==> config.mk <==
export PLATFORM = sky130hd
export DESIGN_NAME = tri_edge_sequencer
export DESIGN_NICKNAME = d
export VERILOG_FILES = /design/src/rtl/tri_edge_sequencer.sv
export SDC_FILE = /design/constraint.sdc
export NUM_CORES = 1
export LEC_CHECK = 0
export BUFFER_PORTS_ARGS = -buffer_cell sky130_fd_sc_hd__buf_4
export CAP_MARGIN = 5
export CORE_MARGIN = 2
export CORE_UTILIZATION = 50
export DETAILED_ROUTE_END_ITERATION = 7
export HOLD_SLACK_MARGIN = 0.03
export PLACE_DENSITY = 0.83
export SKIP_LAST_GASP = 1
export SYNTH_ARGS = -nofsm -noshare
export SYNTH_HDL_FRONTEND = slang
export SYNTH_SLANG_ARGS = --single-unit
==> constraint.sdc <==
create_clock -name c -period 3.25 [get_ports c]
set_input_delay 0.325 -clock c [delete_from_list [all_inputs] [get_ports c]]
set_output_delay 0.325 -clock c [all_outputs]
set_load 0.005 [all_outputs]
==> src/rtl/tri_edge_sequencer.sv <==
// tri_edge_sequencer: takes one triangle, sorts it via an external sorter,
// then serialises its three edges onto a single shared edge-draw engine.
module tri_edge_sequencer #(
  parameter int W       = 4,
  parameter int SETTLE  = 2,
  parameter int TIMEOUT = 64,
  parameter int TW      = 7
) (
  input  logic         c,
  input  logic         rn,
  input  logic         tri_v,
  output logic         tri_r,
  input  logic [W-1:0] v1x, v1y, v1z,
  input  logic [W-1:0] v2x, v2y, v2z,
  input  logic [W-1:0] v3x, v3y, v3z,
  output logic [W-1:0] p1x, p1y, p1z,
  output logic [W-1:0] p2x, p2y, p2z,
  output logic [W-1:0] p3x, p3y, p3z,
  output logic         se,
  input  logic [W-1:0] s1x, s1y, s1z,
  input  logic [W-1:0] s2x, s2y, s2z,
  input  logic [W-1:0] s3x, s3y, s3z,
  output logic         es,
  output logic [W-1:0] ex0, ey0, ez0,
  output logic [W-1:0] ex1, ey1, ez1,
  output logic [1:0]   ei,
  input  logic         ed,
  output logic         busy,
  output logic         tri_done,
  output logic         err
);

  typedef struct packed {
    logic [W-1:0] x;
    logic [W-1:0] y;
    logic [W-1:0] z;
  } vtx_t;

  typedef enum logic [2:0] {
    S_IDLE, S_SORT, S_SETL,
    S_CHECK, S_BUSY, S_DONE
  } state_t;

  localparam logic [TW-1:0] SET_LAST = TW'(SETTLE - 1);
  localparam logic [TW-1:0] TO_LAST  = TW'(TIMEOUT - 1);

  state_t        state_q, state_d;
  logic [TW-1:0] cnt_q, cnt_d;
  vtx_t          p1_q, p2_q, p3_q, p1_d, p2_d, p3_d;
  vtx_t          s1_q, s2_q, s3_q, s1_d, s2_d, s3_d;
  vtx_t          ea_q, eb_q, ea_d, eb_d;
  vtx_t          a, b;
  logic [1:0]    ei_q, ei_d;
  logic          es_q, es_d, se_q, se_d;
  logic          busy_q, busy_d, tr_q, tr_d;
  logic          dn_q, dn_d, err_q, err_d;

  always_ff @(posedge c or negedge rn) begin
    if (!rn) begin
      state_q <= S_IDLE;
      cnt_q   <= '0;
      p1_q    <= '0;
      p2_q    <= '0;
      p3_q    <= '0;
      s1_q    <= '0;
      s2_q    <= '0;
      s3_q    <= '0;
      ea_q    <= '0;
      eb_q    <= '0;
      ei_q    <= '0;
      es_q    <= 1'b0;
      se_q    <= 1'b0;
      busy_q  <= 1'b0;
      tr_q    <= 1'b0;
      dn_q    <= 1'b0;
      err_q   <= 1'b0;
    end else begin
      state_q <= state_d;
      cnt_q   <= cnt_d;
      p1_q    <= p1_d;
      p2_q    <= p2_d;
      p3_q    <= p3_d;
      s1_q    <= s1_d;
      s2_q    <= s2_d;
      s3_q    <= s3_d;
      ea_q    <= ea_d;
      eb_q    <= eb_d;
      ei_q    <= ei_d;
      es_q    <= es_d;
      se_q    <= se_d;
      busy_q  <= busy_d;
      tr_q    <= tr_d;
      dn_q    <= dn_d;
      err_q   <= err_d;
    end
  end

  // Endpoint pair for the current edge index
  always_comb begin
    a = s1_q;
    b = s2_q;
    unique case (1'b1)
      (ei_q == 2'd0): begin a = s1_q; b = s2_q; end
      (ei_q == 2'd1): begin a = s1_q; b = s3_q; end
      default:        begin a = s2_q; b = s3_q; end
    endcase
  end

  always_comb begin
    state_d = state_q;
    cnt_d   = cnt_q;
    p1_d    = p1_q;
    p2_d    = p2_q;
    p3_d    = p3_q;
    s1_d    = s1_q;
    s2_d    = s2_q;
    s3_d    = s3_q;
    ea_d    = ea_q;
    eb_d    = eb_q;
    ei_d    = ei_q;
    err_d   = err_q;
    es_d    = 1'b0;
    se_d    = 1'b0;
    tr_d    = 1'b0;
    unique case (state_q)
      S_IDLE: begin
        tr_d = 1'b1;
        if (tri_v && tr_q) begin
          p1_d    = '{v1x, v1y, v1z};
          p2_d    = '{v2x, v2y, v2z};
          p3_d    = '{v3x, v3y, v3z};
          err_d   = 1'b0;
          tr_d    = 1'b0;
          se_d    = 1'b1;
          state_d = S_SORT;
        end
      end
      S_SORT: begin
        cnt_d   = '0;
        state_d = S_SETL;
      end
      S_SETL: begin
        cnt_d = cnt_q + 1'b1;
        if (cnt_q == SET_LAST) begin
          s1_d    = '{s1x, s1y, s1z};
          s2_d    = '{s2x, s2y, s2z};
          s3_d    = '{s3x, s3y, s3z};
          ei_d    = 2'd0;
          state_d = S_CHECK;
        end
      end
      S_CHECK: begin
        if (a == b) begin
          if (ei_q == 2'd2) state_d = S_DONE;
          else ei_d = ei_q + 2'd1;
        end else begin
          ea_d    = a;
          eb_d    = b;
          es_d    = 1'b1;
          cnt_d   = '0;
          state_d = S_BUSY;
        end
      end
      S_BUSY: begin
        cnt_d = cnt_q + 1'b1;
        // done beats a coincident timeout
        if (ed) begin
          if (ei_q == 2'd2) begin
            state_d = S_DONE;
          end else begin
            ei_d    = ei_q + 2'd1;
            state_d = S_CHECK;
          end
        end else if (cnt_q == TO_LAST) begin
          err_d   = 1'b1;
          state_d = S_DONE;
        end
      end
      S_DONE: begin
        tr_d    = 1'b1;
        state_d = S_IDLE;
      end
      default: state_d = S_IDLE;
    endcase
    busy_d = (state_d != S_IDLE);
    dn_d   = (state_d == S_DONE);
  end

  assign tri_r    = tr_q;
  assign se       = se_q;
  assign es       = es_q;
  assign ei       = ei_q;
  assign busy     = busy_q;
  assign tri_done = dn_q;
  assign err      = err_q;
  assign {p1x, p1y, p1z} = p1_q;
  assign {p2x, p2y, p2z} = p2_q;
  assign {p3x, p3y, p3z} = p3_q;
  assign {ex0, ey0, ez0} = ea_q;
  assign {ex1, ey1, ez1} = eb_q;

endmodule

# Yosys cells after proc, flatten, opt, wreduce, memory -nomap -nowiden
# Index checks and enable logic that the tools add are counted.
dict set report word_totals {
  reg_bits 114
  out_inout_bits 68
  wordCells 96
}
dict set report op_classes {
  add_sub_neg 2
  eq_ne 18
  mux 27
  n_bitwise 1
  reduce_logical 15
}
# operator n
set op_table {}
lappend op_table {{12-bit two-way mux} 2}
lappend op_table {{3-bit two-way mux} 7}
lappend op_table {{7-bit case mux with 3 select lines} 1}
lappend op_table {{3-bit case mux with 5 select lines} 1}
lappend op_table {{2-bit inequality test (second input constant)} 7}
lappend op_table {{12-bit equality test} 1}
lappend op_table {{3-bit equality test (second input constant)} 3}
lappend op_table {{3-bit nonzero test} 3}
lappend op_table {{1-bit two-way mux} 8}
lappend op_table {{2-bit two-way mux} 4}
lappend op_table {{2-bit AND reduction} 4}
lappend op_table {{4-bit AND reduction} 2}
lappend op_table {{7-bit by 1-bit adder with 7-bit output (second input constant)} 1}
lappend op_table {{7-bit by 1-bit equality test with 1-bit output (second input constant)} 1}
lappend op_table {{7-bit by 6-bit equality test with 1-bit output (second input constant)} 1}
lappend op_table {{7-bit two-way mux} 1}
lappend op_table {{3-bit by 2-bit equality test with 1-bit output (second input constant)} 2}
lappend op_table {{2-bit case mux with 3 select lines} 1}
lappend op_table {{1-bit case mux with 2 select lines} 2}
lappend op_table {{2-bit OR reduction} 2}
lappend op_table {{3-bit by 1-bit equality test with 1-bit output (second input constant)} 1}
lappend op_table {{3-bit zero test} 1}
lappend op_table {{2-bit by 1-bit adder with 2-bit output (second input constant)} 1}
lappend op_table {{2-bit by 1-bit equality test with 1-bit output (second input constant)} 1}
lappend op_table {{other kinds (5)} 5}

# Depth between registers and ports, before layout
dict set report logic_depth {
  ltp_word 7
  depth_mapped 11
  mapped_depth_nobuf 8
}

# Worst setup path after synthesis
# OpenSTA, ideal clock, no wires.
dict set report synth_timing {
  kind {flip-flop to flip-flop}
  startpoint {register ei_q[1] (netlist: ei[1])}
  endpoint {register ea_q (netlist bit ex0[0])}
  setup_time_ns 0.125
  t_arrival_ns 2.517
  required_time_ns 3.125
  setup_slack_ns 0.609
  path_stages_with_launch 11
  n_path_buf 3
  period_less_slack_ns 2.641
  path_cell_list {dfrtp_1 > inv_1 > ha_1 > buf_6 > buf_6 > or3b_2 > a31oi_1 > o221ai_2 > o21ai_4 > buf_6 > mux2_2}
}
dict set report synth_between {
  elab_chain_cells 6
}
# element line_no
set synth_rtl {}
lappend synth_rtl {{start: declaration} 53} ;# logic [1:0] ei_q, ei_d;
lappend synth_rtl {{start signal: assignment} 88} ;# ei_q <= ei_d;
lappend synth_rtl {{2-bit by 1-bit equality test with 1-bit output / 2-bit zero test (equally long branches)} {104, 103}}
lappend synth_rtl {{2-bit OR reduction (no line)} --}
lappend synth_rtl {{12-bit two-way mux} 102} ;# unique case (1'b1)
lappend synth_rtl {{12-bit equality test} 153} ;# if (a == b) begin
lappend synth_rtl {{1-bit inverter (no line)} --}
lappend synth_rtl {{2-bit AND reduction (no line)} --}
lappend synth_rtl {{end signal: assignment} 68} ;# ea_q <= '0;
lappend synth_rtl {{end signal: assignment} 86} ;# ea_q <= ea_d;
lappend synth_rtl {{end: declaration} 51} ;# vtx_t ea_q, eb_q, ea_d, eb_d;
# Several ways; a longest one is shown, not always the timed one.
# A chain may end at the register's enable or synchronous reset.

# Worst setup path after layout
dict set report layout_timing {
  startpoint {register ei_q[1] (netlist: ei[1])}
  endpoint {register ea_q (netlist bit ez0[2])}
}
# The elaborated chain is that of the path after synthesis.

==> results.yml <==
finish:
  layout_common_cells: "buf_4 (155), nand2_1 (125), dfrtp_1 (114), mux2_2 (84), dlygate4sd3_1 (40)"
  fin_cells: 837
  fillers: 670
  finish.net_count: 765
  syn_to_final_growth_pct: 39.9
  final_common_cell: "buf_4"
  drive_gt1_share_pct: 41.2
worst_hold_path:
  min_from: "s2y[1]"
  hold_path_class: "in -> reg"
  hold_depth: 2
clock_tree:
  cts_root_buffer: "clkbuf_8"
  cts.repair.resized: 0
  htree_levels: 4
  cts_tree: "done"
  clkTransAtPathRegs_ns: 0.06
  clock_latency_ns: 0.52
  cts_buffers: 17
  numClockSinks: 114
  clk_path_buf_depth: 2
setup_path:
  r2r_cells: 10
  cp_num_cells: 10
  endpoint_kind: "register"
  crit_top_cell: "buf_4"
  path_delay_family: "buffers and inverters"
  cp-startpoint: "ei[1]"
  critical_path.startpoint_type: "register"
  crit_type: "reg -> reg"
  max_stage_delay_ns: 0.42
  critPathBufInv: 3
  cp.required_ns: 3.65
  r2r_start: "ei[1]"
  crit_slowest_cell: "dfrtp_1"
  cp_max_fo: 28
  arrival_ns: 3.47
  crit_chain: "inv_1, ha_1, buf_4, mux2i_1, xnor2_1, nor4_1, a41oi_2, o21ai_4, buf_4, mux2_2"
  rrSetupSlack_ns: 0.18
job:
  cap_violations: 0
timing:
  fin_crit_ns: 3.07
  hold_viol_final: 0
  fin_setup_tns_ns: 0
  worst_hold_slack_ns: 0.0362
  grt_setup_unrepaired: "false"
  period_share_pct: 94.5
  fmax_mhz: 325
  setup_viol: 0
  fin_skew_ns: 0.00801
  slew_headroom_pct: 49.4
  tightest_slew_ns: 0.759
  slew_violations: 0
route:
  top_layer_used: "met4"
  antenna_left: 0
  wl_met1_um: 5890
  via_per_inst: 5.50
  routedWlPerCell_um: 18.2
  wl_met3_um: 792
  via_count: 4603
  drtIter0Drc: 299
  dr_wl_met2_um: 8100
  dr.pass1.iters: 4
  drc: 0
  wl_um: 15200
floorplan:
  die_x_um: 109
  start_util_pct: 50.9
  core_area_mm2: 0.0108
  num_rows: 38
  die_h_um: 109
  pin_count: 144
  dieArea_mm2: 0.0118
status:
  status: "finished clean"
synth:
  synthCells: 496
  synth_cell_types: 46
  synth_enable_flop_cells: 0
  yosys_warnings: 0
  yosysSeqAreaShare_pct: 51.9
  synth_ff_type: "dfrtp_1"
  synth_area_mm2: 0.00549
  synth_seq_cells: 114
  syn_area_per_cell_um2: 11.1
  async_flop_share_pct: 100
  syn_nets: 577
grt:
  grt_pass1_vias: 4781
  grt_antenna_before_repair: 0
  grt_overflow: 0
  grt_pass1_wl_um: 24500
  track_usage_pct: 26.9
  grt_start_max_net_pins: 63
power:
  total_power_mw: 7.76
  leakagePower_nw: 3.73
  p_per_area_mw_per_mm2: 1010
  ir_worst_vdd_mv: 0.548
placed_design:
  io_buffers: 143
  post-place-cells: 765
  dp_hpwl_um: 9620
  place.gp.congestion: 0.844
-- where the power goes --
| group | switching, mW | internal, mW |
|---|---|---|
| logic | 1.40 | 1.77 |
| registers | 0.695 | 2.08 |
| clock network | 0.648 | 1.16 |
-- kinds of logic after synthesis --
kind of cell	count (synthesis)	synth area share [%]
flip-flops	114	51.9
buffers and inverters	34	2.87
AO/OA/AOI/OAI	51	7.02
XOR/XNOR	23	3.67
AND/OR/NAND/NOR	170	13.4
adder cells (fa/ha/maj)	5	1.14
multiplexers	99	20.0
-- through the flow --
stage / instance area (um^2) / util, % / setup WS (ns)
5_1_grt: 7680 / 71.2 / 0.0319
6_report: 7680 / 71.2 / 0.177
3_5_place_dp: 6700 / 62.1 / 0.186
2_1_floorplan: 5490 / - / 0.609
4_1_cts: 7660 / 71.0 / 0.237
3_3_place_gp: 6700 / 62.1 / 0.367
-- registers in the layout (all words and copies together), names as in the netlist, 7 cells and up --
register	flops
s2_q	12
s1_q	12
cnt_q	7
s3_q	12
-- area by class of cell --
type                            instances  area [um^2]  share of cell area, %
Sequential cell                       114         2850                   37.1
Antenna cell                            1         2.50                 0.0326
Clock inverter                         10          108                   1.40
Timing Repair Buffer                  195         1560                   20.4
Inverter                                8         30.0                  0.391
Clock buffer                           21          469                   6.11
Multi-Input combinational cell        348         2480                   32.3
Tap cell                              140          175                   2.28
-- what timing repair did --
item                                    in CTS  in global routing
hold buffers                                38                  2
hold endpoints to repair                    97                  2
setup buffers                                0                  0
endpoints found under the setup margin       0                  0
-- cells in the mapped netlist, types with 2 or more instances --
cell      number  area, um^2
nand2_1      125         469
dfrtp_1      114        2850
mux2_2        84         946
clkbuf_1      20        75.1
xnor2_1       16         140
mux2i_1       15         150
o21ai_0       14        70.1
nor2_1        11        41.3
a31o_2         9        78.8
a21oi_1        8        40.0
inv_1          8        30.0
xor2_1         7        61.3
nand3_1        6        30.0
ha_1           5        62.6
nor4_1         5        31.3
buf_6          4        45.0
nor3_1         4        20.0
and4b_1        3        30.0
nand2b_1       3        18.8
o311a_1        3        30.0
a31oi_1        2        12.5
and2_1         2        12.5
buf_1          2        7.51
nor2b_1        2        12.5
o211ai_1       2        15.0
o31ai_1        2        15.0
-- layer usage --
metal,track usage [%],vias up
met4,11.3,0
li1,-,2085
met2,45.3,168
met3,6.58,36
met1,33.3,2314
met5,0,-
-- final timing paths --
path                           end
max                         ez0[2]
min                        s2_q[5]
max reg2reg                 ez0[2]
min reg2reg                 p3x[2]
max in group asynchronous   p2y[3]
min in group asynchronous   ez0[2]
Note: power is estimated with default switching activity, not from simulation.
